===== src/rtl/wb_completion_queue_pkg.sv =====
// Shared widths, defaults and entry layout for the write-back completion queue.
// Widths mirror the core-wide definitions; DEPTH/STARVE defaults live here too.
package wb_completion_queue_pkg;

   localparam int HART_ID_W      = 2;
   localparam int REG_ADDR_W     = 5;
   localparam int XLEN           = 32;
   localparam int WBQ_DEPTH_DEF  = 4;
   localparam int WBQ_STARVE_DEF = 8;

   // Packed as one vector {hart_id, rd, data}
   typedef struct packed {
      logic [HART_ID_W-1:0]  hart_id;
      logic [REG_ADDR_W-1:0] rd;
      logic [XLEN-1:0]       data;
   } wbq_entry_t;

   // x0 is never a hazard; otherwise the entry must match both hart and register
   function automatic logic entry_hit(input wbq_entry_t e,
                                      input logic [HART_ID_W-1:0] hart,
                                      input logic [REG_ADDR_W-1:0] rs);
      return (rs != {REG_ADDR_W{1'b0}}) && (e.hart_id == hart) && (e.rd == rs);
   endfunction

endpackage


===== src/rtl/wb_completion_queue_fifo.sv =====
// wbq_fifo: circular completion storage with per-entry valid bits so the
// pending-rd hazard compare can scan every slot in parallel.
module wbq_fifo
   import wb_completion_queue_pkg::*;
#(
   parameter int DEPTH = WBQ_DEPTH_DEF
) (
   input  logic                  clk,
   input  logic                  rst_n,
   input  logic                  push_i,
   input  wbq_entry_t            push_entry_i,
   input  logic                  pop_i,
   output wbq_entry_t            head_o,
   output logic                  full_o,
   output logic                  empty_o,
   input  logic [HART_ID_W-1:0]  hz_hart_i,
   input  logic [REG_ADDR_W-1:0] hz_rs1_i,
   input  logic [REG_ADDR_W-1:0] hz_rs2_i,
   output logic                  hz_hit_o
);

   localparam int PTR_W = $clog2(DEPTH);

   logic [PTR_W-1:0] wr_ptr_q, wr_ptr_d, rd_ptr_q, rd_ptr_d;
   logic [PTR_W:0]   count_q, count_d;
   logic [DEPTH-1:0] valid_q, valid_d;
   wbq_entry_t       mem_q [DEPTH];

   // Clear-then-set so a full push+pop on the same slot keeps it valid
   always_comb begin
      wr_ptr_d = wr_ptr_q;
      rd_ptr_d = rd_ptr_q;
      valid_d  = valid_q;
      if (pop_i) begin
         rd_ptr_d          = rd_ptr_q + PTR_W'(1);
         valid_d[rd_ptr_q] = 1'b0;
      end else begin
         rd_ptr_d = rd_ptr_q;
      end
      if (push_i) begin
         wr_ptr_d          = wr_ptr_q + PTR_W'(1);
         valid_d[wr_ptr_q] = 1'b1;
      end else begin
         wr_ptr_d = wr_ptr_q;
      end
      case ({push_i, pop_i})
         2'b10:   count_d = count_q + (PTR_W+1)'(1);
         2'b01:   count_d = count_q - (PTR_W+1)'(1);
         default: count_d = count_q;
      endcase
   end

   always_ff @(posedge clk or negedge rst_n) begin
      if (!rst_n) begin
         wr_ptr_q <= '0;
         rd_ptr_q <= '0;
         count_q  <= '0;
         valid_q  <= '0;
         for (int i = 0; i < DEPTH; i++) mem_q[i] <= '0;
      end else begin
         wr_ptr_q <= wr_ptr_d;
         rd_ptr_q <= rd_ptr_d;
         count_q  <= count_d;
         valid_q  <= valid_d;
         if (push_i) mem_q[wr_ptr_q] <= push_entry_i;
      end
   end

   always_comb begin
      hz_hit_o = 1'b0;
      for (int i = 0; i < DEPTH; i++) begin
         hz_hit_o = hz_hit_o | (valid_q[i] & (entry_hit(mem_q[i], hz_hart_i, hz_rs1_i) |
                                              entry_hit(mem_q[i], hz_hart_i, hz_rs2_i)));
      end
   end

   assign head_o  = mem_q[rd_ptr_q];
   assign empty_o = (count_q == (PTR_W+1)'(0));
   assign full_o  = (count_q == (PTR_W+1)'(DEPTH));

endmodule


===== src/rtl/wb_completion_queue.sv =====
// Completion queue sharing the regfile write port with EX/WB: push mux, port arbitration,
// optional starvation guard (define WBQ_STARVE_GUARD_EN to force a drain after STARVE_LIMIT cycles).
module wb_completion_queue
   import wb_completion_queue_pkg::*;
#(
   parameter int DEPTH        = WBQ_DEPTH_DEF,
   parameter int STARVE_LIMIT = WBQ_STARVE_DEF
) (
   input  logic                  clk,
   input  logic                  rst_n,
   input  logic                  acc_valid,
   output logic                  acc_ready,
   input  logic [HART_ID_W-1:0]  acc_hart_id,
   input  logic [REG_ADDR_W-1:0] acc_rd,
   input  logic [XLEN-1:0]       acc_data,
   input  logic                  md_valid,
   output logic                  md_ready,
   input  logic [HART_ID_W-1:0]  md_hart_id,
   input  logic [REG_ADDR_W-1:0] md_rd,
   input  logic [XLEN-1:0]       md_data,
   input  logic                  ex_wb_req,
   output logic                  ex_stall,
   output logic                  wb_we,
   output logic [HART_ID_W-1:0]  wb_hart_id,
   output logic [REG_ADDR_W-1:0] wb_rd,
   output logic [XLEN-1:0]       wb_data,
   input  logic [HART_ID_W-1:0]  hz_hart_id,
   input  logic [REG_ADDR_W-1:0] hz_rs1,
   input  logic [REG_ADDR_W-1:0] hz_rs2,
   output logic                  hz_hit,
   output logic                  q_empty
);

   logic       full_s, empty_s, pop_s, force_s, space_s, push_s, starve_hit_s;
   wbq_entry_t push_entry_s, head_s;

   assign force_s = full_s | starve_hit_s;
   assign pop_s   = !empty_s && (!ex_wb_req || force_s);
   assign space_s = !full_s || pop_s;

   // Accel wins the single push slot; rd==0 completions are accepted and dropped
   always_comb begin
      push_s       = 1'b0;
      push_entry_s = '0;
      if (acc_valid) begin
         push_s       = space_s && (acc_rd != {REG_ADDR_W{1'b0}});
         push_entry_s = '{hart_id: acc_hart_id, rd: acc_rd, data: acc_data};
      end else begin
         push_s       = md_valid && space_s && (md_rd != {REG_ADDR_W{1'b0}});
         push_entry_s = '{hart_id: md_hart_id, rd: md_rd, data: md_data};
      end
   end

   wbq_fifo #(.DEPTH(DEPTH)) u_fifo (
      .clk          (clk),
      .rst_n        (rst_n),
      .push_i       (push_s),
      .push_entry_i (push_entry_s),
      .pop_i        (pop_s),
      .head_o       (head_s),
      .full_o       (full_s),
      .empty_o      (empty_s),
      .hz_hart_i    (hz_hart_id),
      .hz_rs1_i     (hz_rs1),
      .hz_rs2_i     (hz_rs2),
      .hz_hit_o     (hz_hit)
   );

`ifdef WBQ_STARVE_GUARD_EN
   localparam int STARVE_W = $clog2(STARVE_LIMIT + 1);
   logic [STARVE_W-1:0] starve_q, starve_d;

   // Counts cycles the head has waited; saturates at the limit
   always_comb begin
      if (empty_s || pop_s) begin
         starve_d = '0;
      end else if (starve_q != STARVE_W'(STARVE_LIMIT)) begin
         starve_d = starve_q + STARVE_W'(1);
      end else begin
         starve_d = starve_q;
      end
   end

   always_ff @(posedge clk or negedge rst_n) begin
      if (!rst_n) starve_q <= '0;
      else        starve_q <= starve_d;
   end

   assign starve_hit_s = (starve_q == STARVE_W'(STARVE_LIMIT));
`else
   // Guard absent: EX may hold the port until the queue fills
   assign starve_hit_s = (STARVE_LIMIT < 0);
`endif

   assign acc_ready  = space_s;
   assign md_ready   = space_s && !acc_valid;
   assign ex_stall   = ex_wb_req && force_s && !empty_s;
   assign wb_we      = pop_s;
   assign wb_hart_id = head_s.hart_id;
   assign wb_rd      = head_s.rd;
   assign wb_data    = head_s.data;
   assign q_empty    = empty_s;

endmodule


===== config.mk =====
export PLATFORM = sky130hd
export DESIGN_NAME = wb_completion_queue
export DESIGN_NICKNAME = d
export VERILOG_FILES = /design/src/rtl/wb_completion_queue_pkg.sv /design/src/rtl/wb_completion_queue_fifo.sv /design/src/rtl/wb_completion_queue.sv
export SDC_FILE = /design/constraint.sdc
export NUM_CORES = 1
export LEC_CHECK = 0
export CAP_MARGIN = 15
export CORE_AREA = 2 2 138 140
export DETAILED_ROUTE_END_ITERATION = 10
export DIE_AREA = 0 0 140 142
export DONT_BUFFER_PORTS = 1
export SKIP_LAST_GASP = 1
export SYNTH_ARGS = -nofsm -noshare
export SYNTH_HDL_FRONTEND = slang
export SYNTH_SLANG_ARGS = --single-unit

===== constraint.sdc =====
create_clock -name clk -period 3.2 [get_ports clk]
set_input_delay 0 -clock clk [delete_from_list [all_inputs] [get_ports clk]]
set_output_delay 0 -clock clk [all_outputs]
set_load 0.01 [all_outputs]

==> results of run 1 <==
[how the worst max path moves through the flow]
stage,from,to,slack [ns]
after global routing,acc_rd[1],u_fifo.count_q[2]$_DFFE_PN0P_,0.46
after floorplan,u_fifo.count_q[0]$_DFFE_PN0P_,u_fifo.count_q[2]$_DFFE_PN0P_,0.74
final,acc_rd[1],u_fifo.count_q[2]$_DFFE_PN0P_,0.63
after global placement,acc_rd[1],u_fifo.count_q[2]$_DFFE_PN0P_,0.75
after CTS,acc_rd[1],u_fifo.count_q[2]$_DFFE_PN0P_,0.62
after detailed placement,acc_rd[1],u_fifo.count_q[2]$_DFFE_PN0P_,0.68
[power by group]
part / internal (µW) / switching (µW) / leakage [µW]
Sequential: 3170 / 838 / 0.00184
Combinational: 1850 / 2050 / 0.00175
Clock: 1260 / 797 / 0.000282
[per-stage QoR]
stage	power (µW)	utilization, %	setup WS (ns)
5_1_grt	10700	52.2	0.459
2_1_floorplan	6900	-	0.736
3_3_place_gp	7620	44.5	0.750
4_1_cts	10100	52.2	0.617
6_report	9960	52.2	0.632
3_5_place_dp	7860	44.5	0.676
[worst max-delay path, stage by stage]
cell and delay, ns:
or4_1 0.55, o21ai_2 0.42, dlygate4sd3_1 0.64, nand2_1 0.11, inv_1 0.10, ha_1 0.18
inv_1 0.07, fa_1 0.42, xor2_1 0.15, nor2_1 0.12, xor2_1 0.15
[cell usage after synthesis (4+ instances only)]
master	number	share of area, %
a21oi_1	157	9.7
clkbuf_1	36	1.7
o2111ai_1	4	0.43
mux2i_1	40	5.0
nand3_1	8	0.50
nor2_1	161	7.5
nor4_1	8	0.62
inv_1	9	0.42
xor2_1	18	2.0
ha_1	9	1.4
a21o_1	4	0.37
buf_6	8	1.1
buf_2	6	0.37
mux4_2	39	11
nand2_1	8	0.37
dfrtp_1	167	52
or4_1	4	0.37
xnor2_1	35	3.8
buf_1	7	0.33
a21boi_2	4	0.56
[cells by family (layout without fill, tap and decap cells)]
| family | count (synthesis) | count (layout) |
|---|---|---|
| other | 1 | 1 |
| xor gates and xnor gates | 53 | 53 |
| DFF | 167 | 167 |
| buffers and inverters | 68 | 128 |
| muxes | 79 | 79 |
| adders and majority gates | 10 | 10 |
| and+or+nand+nor | 191 | 191 |
| AOI/OAI and AO/OA | 173 | 173 |
[per-layer routing]
metal,vias to the layer above,share of wire [%],routed length [µm],GRT usage [%]
met5,-,0,0,0
li1,2674,-,-,-
met2,167,51,9970,35.8
met3,19,5.6,1110,4.31
met4,0,1.1,220,6.06
met1,2967,43,8410,26.7
[registers in the layout, summed over array words and instances, names as in the netlist]
name and flops:
u_fifo.valid_q 4, u_fifo.wr_ptr_q 2, u_fifo.rd_ptr_q 2, u_fifo.count_q 3, u_fifo.mem_q 156
[final cells by class]
cell class / instances / area, µm² / area share [%]
Tap cell: 234 / 293 / 3.04
Multi-Input combinational cell: 507 / 3600 / 37.4
Sequential cell: 167 / 4180 / 43.4
Clock buffer: 22 / 464 / 4.82
Clock inverter: 8 / 124 / 1.29
Timing Repair Buffer: 89 / 926 / 9.62
Inverter: 9 / 33.8 / 0.351
==> metrics.md, run 1 <==
| Metric | Value |
|---|---|
| Outcome | `finished with violations` |
| Failing checks | `DRC, hold timing` |
| Most common cell after layout, fill and taps aside | `dfrtp_1` |
| Post-synthesis xor/xnor area fraction | `5.74%` |
| Crit path DAT | `2.92 ns` |
| Fill cell count | `1,609` |
| Nature of the critical path endpoint | `flop` |
| Req. time, crit path | `3.55 ns` |
| Syn_nets | `847` |
| Dpl hpwl | `11,800 µm` |
| Synth Area in Adders | `1.64%` |
| Post-synthesis mux area share | `15.8%` |
| Main synth FF type | `dfrtp_1` |
| Worst-Skew Late Latency | `0.42 ns` |
| Root Buffer | `clkbuf_16` |
| Worst slew pin tran | `0.907 ns` |
| TritonCTS clock tree | `yes` |
| Chip Width | `140 µm` |
| Routed vias/inst | `5.62` |
| Vias | `5,827` |
| Core area | `0.0185 mm²` |
| Post-CTS Setup Bufs | `0` |
| Final net count | `896` |
| VDD IR-drop max | `0.000443 V` |
| Grt total ovfl | `0` |
| Final Hold Slack | `-0.724 ns` |
| Clk buf depth | `2` |
| Clock sink count | `167` |
| Final min period | `2.57 ns` |
| Max-slew violations | `0` |
| CTS clock-pin slew for the worst setup and hold paths | `0.06 ns` |
| Normalized max-slew margin | `39.6%` |
| Max Cap Viol | `0` |
| Synth Area in Compound Gates | `11.5%` |
| Finished Cell Area | `0.00963 mm²` |
| Synth Instances | `742` |
| Post-synth EDFFs | `0` |
| Yosys Warn Count | `0` |
| Num CTS Buffers | `17` |
| Initial antenna violation count | `0` |
| Total track usage | `20.7%` |
| IO Port Bufs | `0` |
| DR pass1 iterations | `9` |
| Htree depth | `4` |
| Placed Area | `0.00821 mm²` |
| Avg WL per Cell | `19.0 µm` |
| Largest net degree at the start of global routing | `168` |
| ANT cells | `0` |
| Layout Skew | `0.0105 ns` |
| Synthesis-stage register bit count | `167` |
| Syn Std Cell Area | `0.00808 mm²` |
| P&R area growth vs syn | `19.1%` |
| Kind of launch point of the worst setup path | `primary input` |
| Vias in the first global route | `6,072` |
| Type of the most critical hold path | `primary input to asynchronous set/reset pin` |
| Leak Pwr | `0.00388 µW` |
| Critical R2R Capture | `u_fifo.count_q[2]$_DFFE_PN0P_` |
| Num rows | `50` |
| First-pass GRT wire length | `31,900 µm` |
| Post-synthesis simple-gate area fraction | `9.49%` |
| Worst r2r src | `u_fifo.count_q[0]$_DFFE_PN0P_` |
| Netlist cell types | `28` |
| Final setup viols | `0` |
| Detailed Route Iter0 Violations | `408` |
| Max Freq | `389 MHz` |
| Proportion of layout cells with a drive suffix above 1 | `10.5%` |
| Residual DRC | `8` |
| IO Pins | `140` |
| Post-Layout Cell Count | `1,036` |
| Cells on worst reg2reg path | `8` |
| Post-synthesis sequential area ratio | `51.7%` |
| Setup tns final | `0 ns` |
| Gpl congestion | `0.841` |
| Chip Height | `142 µm` |
| RSZ-0062 raised after global routing | `false` |
| Fin. Hold Viols | `167` |
| Worst reg-to-reg setup slack | `1.04 ns` |
| Crit Path Class | `primary input to flop` |
| Die area | `0.0199 mm²` |
| Post-CTS resize count | `0` |
| Hold buffer count at cts | `81` |
| Antenna-violating nets left | `0` |
| Most frequent cells in the layout | `dfrtp_1 (165), nor2_1 (161), a21oi_1 (157)` |
| Final WL | `19,700 µm` |
| Synth async-reset ratio | `100%` |
| Placed Cells | `925` |
| Largest family of logic cells by synthesized area | `multiplexers` |
| Largest fanout on the critical path | `5` |
| Period utilization | `80.2%` |
| P per Cell Area | `1030 mW/mm²` |
| Initial core utilization | `43.8%` |
| Syn Area/Cell | `10.9 µm²` |
Power figures use the tool's default switching activity.
==> run 2: changes to the inputs <==
- clock period: 3.2 -> 2.57 ns (I/O delays scaled with it)
==> metrics.md, run 2 (synthesis results as in run 1) <==
| Metric | Value |
|---|---|
| Worst stage delay on the critical path | `0.57 ns (was 0.64 ns)` |
| Residual DRC | `8 (unchanged)` |
| Largest net degree at the start of global routing | `168 (unchanged)` |
| First-pass GRT wire length | `31,100 µm (was 31,900 µm)` |
| Outcome | `finished with violations (unchanged)` |
| Nature of the critical path endpoint | `flop (unchanged)` |
| Routed vias/inst | `5.57 (was 5.62)` |
| Antenna-violating nets left | `0 (unchanged)` |
| Worst reg-to-reg setup slack | `0.42 ns (was 1.04 ns)` |
| Proportion of layout cells with a drive suffix above 1 | `11.2% (was 10.5%)` |
| Leak Pwr | `0.00388 µW (about the same)` |
| Post-Layout Cell Count | `1,043 (was 1,036)` |
| Worst slew pin tran | `0.627 ns (was 0.907 ns)` |
| Total track usage | `20.0% (was 20.7%)` |
| Critical path, cell by cell | `or4_1 > o21ai_2 > dlygate4sd3_1 > nand2_1 > inv_1 > ha_1 > inv_1 > fa_1 > xor2_1 > nor2_1 > xor2_1 (unchanged)` |
| Total Power | `12,200 µW (was 9960 µW)` |
| Cell family with most CP delay | `simple AND/OR/NAND/NOR gates (was buffers and inverters)` |
| Num CTS Buffers | `17 (unchanged)` |
| ANT cells | `0 (unchanged)` |
| Crit path max-delay cell type | `dlygate4sd3_1 (unchanged)` |
| Failing checks | `DRC, hold timing (unchanged)` |
| Htree depth | `4 (unchanged)` |
| Period utilization | `89.6%` |
| Crit path DAT | `2.64 ns (was 2.92 ns)` |
| Clk buf depth | `2 (unchanged)` |
| P per Cell Area | `1270 mW/mm² (was 1030 mW/mm²)` |
| Largest fanout on the critical path | `4 (was 5)` |
| Normalized max-slew margin | `58.2% (was 39.6%)` |
| Die area | `0.0199 mm² (unchanged)` |
| Num rows | `50 (unchanged)` |
| Critical Path End | `u_fifo.count_q[2]$_DFFE_PN0P_ (unchanged)` |
| Top Registers | `u_fifo.mem_q: 156 flops, u_fifo.valid_q: 4 flops, u_fifo.count_q: 3 flops (unchanged)` |
| Final WL | `19,300 µm (was 19,700 µm)` |
| Most frequent cells in the layout | `dfrtp_1 (165), nor2_1 (161), a21oi_1 (157) (unchanged)` |
| Worst r2r src | `u_fifo.count_q[0]$_DFFE_PN0P_ (unchanged)` |
| IO Pins | `140 (unchanged)` |
| Max-slew violations | `0 (unchanged)` |
| Dpl hpwl | `12,300 µm (was 11,800 µm)` |
| Chip Height | `142 µm (unchanged)` |
| Crit path depth | `11 (unchanged)` |
| P&R area growth vs syn | `18.8% (was 19.1%)` |
| Vias in the first global route | `6,035 (was 6,072)` |
| RSZ-0062 raised after global routing | `false (unchanged)` |
| Detailed Route Iter0 Violations | `378 (was 408)` |
| Biggest register | `u_fifo.mem_q (unchanged)` |
| Setup tns final | `0 ns (unchanged)` |
| Launch point of the worst path | `acc_rd[1] (unchanged)` |
| Fin. Hold Viols | `167 (unchanged)` |
| DR pass1 iterations | `8 (was 9)` |
| Clock sink count | `167 (unchanged)` |
| Fill cell count | `1,603 (was 1,609)` |
| Kind of launch point of the worst setup path | `primary input (unchanged)` |
| IO Port Bufs | `0 (unchanged)` |
| Final min period | `2.30 ns` |
| Crit Path Class | `primary input to flop (unchanged)` |
| Core area | `0.0185 mm² (unchanged)` |
| Post-CTS resize count | `0 (unchanged)` |
| Post-CTS Setup Bufs | `0 (unchanged)` |
| Most common cell after layout, fill and taps aside | `dfrtp_1 (unchanged)` |
| CTS clock-pin slew for the worst setup and hold paths | `0.06 ns (about the same)` |
| Layout Skew | `0.00321 ns (was 0.0105 ns)` |
| Hold buffer count at cts | `81 (unchanged)` |
| Chip Width | `140 µm (unchanged)` |
| Type of the most critical hold path | `primary input to asynchronous set/reset pin (unchanged)` |
| Max Freq | `434 MHz` |
| Final Hold Slack | `-0.721 ns (was -0.724 ns)` |
| Vias | `5,811 (was 5,827)` |
| Initial core utilization | `43.8% (unchanged)` |
| Placed Cells | `931 (was 925)` |
| Final net count | `902 (was 896)` |
| Req. time, crit path | `2.91 ns (was 3.55 ns)` |
| Critical R2R Capture | `u_fifo.count_q[2]$_DFFE_PN0P_ (unchanged)` |
| Cells on worst reg2reg path | `8 (unchanged)` |
| TritonCTS clock tree | `yes (unchanged)` |
| Avg WL per Cell | `18.5 µm (was 19.0 µm)` |
| Worst path bufs/invs | `3 (unchanged)` |
| Grt total ovfl | `0 (unchanged)` |
| Initial antenna violation count | `0 (unchanged)` |
| Placed Area | `0.00823 mm² (was 0.00821 mm²)` |
| Final setup viols | `0 (unchanged)` |
| Max Cap Viol | `0 (unchanged)` |
| Number of flip-flops in the largest register | `156 (unchanged)` |
| VDD IR-drop max | `0.000551 V (was 0.000443 V)` |
| Gpl congestion | `0.793 (was 0.841)` |
| Root Buffer | `clkbuf_16 (unchanged)` |
| Worst-Skew Late Latency | `0.41 ns (was 0.42 ns)` |
| Finished Cell Area | `0.00960 mm² (was 0.00963 mm²)` |
-- run 2: routing by layer --
layer | share of wire [%] | vias to the layer above | wire length [µm] | GRT usage [%]
met5 | 0 | - | 0 | 0
met4 | 1.6 | 0 | 299 | 6.33
met3 | 6.0 | 23 | 1160 | 4.98
met2 | 51 | 170 | 9880 | 34.8
met1 | 41 | 2936 | 7910 | 24.7
li1 | - | 2682 | - | -
-- run 2: area by class of cell --
cell class	instances	area, µm²	area share, %
inverter	9	33.8	0.352
multi-input combinational	507	3600	37.5
sequential	167	4180	43.6
clock inverter	8	72.6	0.756
tap	234	293	3.05
clock buffer	23	488	5.08
timing repair buffer	95	928	9.67
-- run 2: through the flow --
stage	util (%)	hold WS [ns]	setup slack (ns)
final	52.0	-0.721	0.268
after global placement	44.6	-0.289	0.424
after floorplan	-	-0.296	0.106
after global routing	52.0	-0.748	0.115
after CTS	52.0	-0.739	0.260
after detailed placement	44.6	-0.291	0.362
-- run 2: power by group --
group	leakage [µW]	switching [µW]	internal [µW]
Combinational	0.00177	2620	2290
Sequential	0.00184	928	3950
Clock	0.000271	989	1420
Total	0.00388	4540	7670
-- run 2: how the worst min path moves through the flow --
stage	start	end
after global placement	rst_n	u_fifo.mem_q[44]$_DFFE_PN0P_
final	rst_n	u_fifo.mem_q[122]$_DFFE_PN0P_
after global routing	rst_n	u_fifo.mem_q[122]$_DFFE_PN0P_
after detailed placement	rst_n	u_fifo.mem_q[44]$_DFFE_PN0P_
after CTS	rst_n	u_fifo.mem_q[44]$_DFFE_PN0P_
after floorplan	rst_n	u_fifo.count_q[0]$_DFFE_PN0P_
==> run 3: changes to the inputs <==
- ABC_AREA: default -> 1
- CORE_AREA: 2 2 138 140 -> 2 2 146 148
- DIE_AREA: 0 0 140 142 -> 0 0 148 150
- GPL_ROUTABILITY_DRIVEN: default -> 0
==> metrics.md, run 3 <==
| Metric | Value |
|---|---|
| Num CTS Buffers | `17 (unchanged)` |
| Cell types occupying the most area after synthesis | `dfrtp_1 (46%), nand2_1 (20%), o21ai_0 (12%), nor2_1 (3.9%), o22ai_1 (2.5%) (was dfrtp_1 (52%), mux4_2 (11%), a21oi_1 (9.7%), nor2_1 (7.5%), mux2i_1 (5.0%))` |
| Critical R2R Capture | `u_fifo.count_q[2]$_DFFE_PN0P_ (unchanged)` |
| Layout Skew | `0.00699 ns (was 0.00321 ns)` |
| Biggest register | `u_fifo.mem_q (unchanged)` |
| Dpl hpwl | `15,100 µm (was 12,300 µm)` |
| DR pass1 iterations | `5 (was 8)` |
| Critical Path End | `u_fifo.mem_q[140]$_DFFE_PN0P_ (was u_fifo.count_q[2]$_DFFE_PN0P_)` |
| DR WL met3 | `1570 µm (was 1160 µm)` |
| Top Registers | `u_fifo.mem_q: 156 flops, u_fifo.valid_q: 4 flops, u_fifo.count_q: 3 flops (unchanged)` |
| P per Cell Area | `1190 mW/mm² (was 1270 mW/mm²)` |
| Synth Instances | `1,246 (was 742)` |
| Cells on worst reg2reg path | `10 (was 8)` |
| Syn Std Cell Area | `0.00908 mm² (was 0.00808 mm²)` |
| Outcome | `finished with violations (unchanged)` |
| Max layer used | `met4 (unchanged)` |
| CTS clock-pin slew for the worst setup and hold paths | `0.06 ns (about the same)` |
| Crit path DAT | `2.66 ns (was 2.64 ns)` |
| Post-synthesis sequential area ratio | `46.0% (was 51.7%)` |
| Register Area | `0.00418 mm² (about the same)` |
| Vias in the first global route | `7,916 (was 6,035)` |
| Normalized max-slew margin | `41.8% (was 58.2%)` |
| Final setup viols | `0 (unchanged)` |
| Avg WL per Cell | `17.2 µm (was 18.5 µm)` |
| Main synth FF type | `dfrtp_1 (unchanged)` |
| Residual DRC | `0 (was 8)` |
| Num rows | `53 (was 50)` |
| Most instantiated cells after synthesis | `nand2_1 (478), o21ai_0 (210), dfrtp_1 (167) (was dfrtp_1 (167), nor2_1 (161), a21oi_1 (157))` |
| Req. time, crit path | `2.92 ns (was 2.91 ns)` |
| Vias | `8,202 (was 5,811)` |
| Final net count | `1,383 (was 902)` |
| Root Buffer | `clkbuf_16 (unchanged)` |
| Fin. Hold Viols | `167 (unchanged)` |
| Crit Path Class | `primary input to flop (unchanged)` |
| Number of flip-flops in the largest register | `156 (unchanged)` |
| Type of the most critical hold path | `primary input to asynchronous set/reset pin (unchanged)` |
| Post-Place Worst Slack | `0.642 ns (was 0.362 ns)` |
| Worst reg-to-reg setup slack | `0.64 ns (was 0.42 ns)` |
| Top cell type by total area after synthesis | `dfrtp_1 (unchanged)` |
| Post-CTS Setup Bufs | `0 (unchanged)` |
| Synthesis-stage register bit count | `167 (unchanged)` |
| Failing checks | `hold timing (was DRC, hold timing)` |
| Chip Height | `150 µm (was 142 µm)` |
| M1 wire length | `12,000 µm (was 7910 µm)` |
| Worst slew pin tran | `0.873 ns (was 0.627 ns)` |
| Share of the synthesized area in the top cell type | `46.0% (was 51.7%)` |
| Htree depth | `4 (unchanged)` |
| Total track usage | `24.7% (was 20.0%)` |
| Worst r2r src | `u_fifo.count_q[0]$_DFFE_PN0P_ (unchanged)` |
| Largest fanout on the critical path | `100 (was 4)` |
| Max Freq | `434 MHz (about the same)` |
| Multi-input logic area | `0.00429 mm² (was 0.00360 mm²)` |
| Met2 Routed Length | `12,800 µm (was 9880 µm)` |
| Netlist cell types | `32 (was 28)` |
| ANT cells | `0 (unchanged)` |
| TritonCTS clock tree | `yes (unchanged)` |
| Initial antenna violation count | `0 (unchanged)` |
| Hold buffer count at cts | `79 (was 81)` |
| IO Port Bufs | `0 (unchanged)` |
| Grt total ovfl | `0 (unchanged)` |
| First-pass GRT wire length | `42,600 µm (was 31,100 µm)` |
| Setup tns final | `0 ns (unchanged)` |
| Antenna-violating nets left | `0 (unchanged)` |
| Detailed Route Iter0 Violations | `554 (was 378)` |
| Clk buf depth | `2 (unchanged)` |
| Leak Pwr | `0.00520 µW (was 0.00388 µW)` |
| Kind of launch point of the worst setup path | `primary input (unchanged)` |
| Nature of the critical path endpoint | `flop (unchanged)` |
| Final Hold Slack | `-0.736 ns (was -0.721 ns)` |
| Most common cell after layout, fill and taps aside | `nand2_1 (was dfrtp_1)` |
| Clock sink count | `167 (unchanged)` |
| Largest net degree at the start of global routing | `168 (unchanged)` |
| Final WL | `26,900 µm (was 19,300 µm)` |
| Max-slew violations | `0 (unchanged)` |
| Total Power | `12,500 µW (was 12,200 µW)` |
| Worst-Skew Late Latency | `0.42 ns (was 0.41 ns)` |
| Final min period | `2.30 ns (about the same)` |
| Launch point of the worst path | `acc_rd[3] (was acc_rd[1])` |
| Yosys Warn Count | `0 (unchanged)` |
| Post-synth EDFFs | `0 (unchanged)` |
| Syn Area/Cell | `7.29 µm² (was 10.9 µm²)` |
| Routed vias/inst | `5.25 (was 5.57)` |
| Synth async-reset ratio | `100% (unchanged)` |
| Proportion of layout cells with a drive suffix above 1 | `4.58% (was 11.2%)` |
| Initial core utilization | `43.9% (was 43.8%)` |
| Leading cell type by number of instances after synthesis | `nand2_1 (was dfrtp_1)` |
| P&R area growth vs syn | `16.0% (was 18.8%)` |
| VDD IR-drop max | `0.000648 V (was 0.000551 V)` |
| IO Pins | `140 (unchanged)` |
| Max Cap Viol | `0 (unchanged)` |
| Syn_nets | `1,351 (was 847)` |
| Setup ws final | `0.265 ns (was 0.268 ns)` |
| Most frequent cells in the layout | `nand2_1 (478), o21ai_0 (210), dfrtp_1 (166) (was dfrtp_1 (165), nor2_1 (161), a21oi_1 (157))` |
| Post-CTS resize count | `0 (unchanged)` |
| RSZ-0062 raised after global routing | `false (unchanged)` |
| Chip Width | `148 µm (was 140 µm)` |
| Fill cell count | `2,064 (was 1,603)` |
| Die area | `0.0222 mm² (was 0.0199 mm²)` |
| Core area | `0.0207 mm² (was 0.0185 mm²)` |
| Period utilization | `89.7% (was 89.6%)` |
==> run 3: kinds of logic after synthesis <==
logic type | share of synthesized area (%)
and+or+nand+nor | 25.1
AOI/OAI and AO/OA | 17.2
DFF | 46.0
buffers and inverters | 6.85
xor gates and xnor gates | 3.38
adders and majority gates | 1.46
other | 0.0413
==> run 3: final cells by class <==
cell class,count,share of cell area (%)
repair buffers,102,9.84
well taps,275,3.27
clock inverters,4,0.249
inverters,52,1.88
flip-flops and latches,167,39.7
clock buffers,24,4.38
multi-input cells,938,40.7
==> run 3: critical path, stage by stage <==
cell           delay (ns)
dlygate4sd3_1        0.59
o21ai_2              0.14
dlygate4sd3_1        0.58
nand2_2              0.09
inv_4                0.08
buf_12               0.35
buf_4                0.49
o21ai_0              0.17
nand2_1              0.11
==> run 3: worst min-delay path by stage <==
stage	to	depth (start not counted)
2_1_floorplan	u_fifo.count_q[0]$_DFFE_PN0P_	0
6_report	u_fifo.mem_q[34]$_DFFE_PN0P_	0
4_1_cts	u_fifo.mem_q[34]$_DFFE_PN0P_	0
3_5_place_dp	u_fifo.mem_q[34]$_DFFE_PN0P_	0
5_1_grt	u_fifo.mem_q[34]$_DFFE_PN0P_	0
3_3_place_gp	u_fifo.mem_q[34]$_DFFE_PN0P_	0
==> run 3: where the power goes <==
part           internal [µW]  leakage, µW  switching, µW
Clock                   1240     0.000236           1010
Sequential              3840      0.00209            708
Combinational           1900      0.00287           3800
Total                   6970      0.00520           5510
==> run 3: layer usage <==
metal,vias up,global-route usage [%]
met1,3876,32.9
met3,35,5.00
met4,0,7.10
met2,240,40.9
met5,-,0
li1,4051,-
==> run 3: per-stage QoR <==
step | cells | hold WS (ns) | util [%] | area [µm²]
after global placement | 1455 | -0.290 | 44.7 | 9240
after CTS | 1562 | -0.754 | 50.9 | 10500
final | 1562 | -0.736 | 50.9 | 10500
after global routing | 1562 | -0.766 | 50.9 | 10500
after floorplan | 1246 | -0.296 | - | 9080
after detailed placement | 1455 | -0.290 | 44.7 | 9240
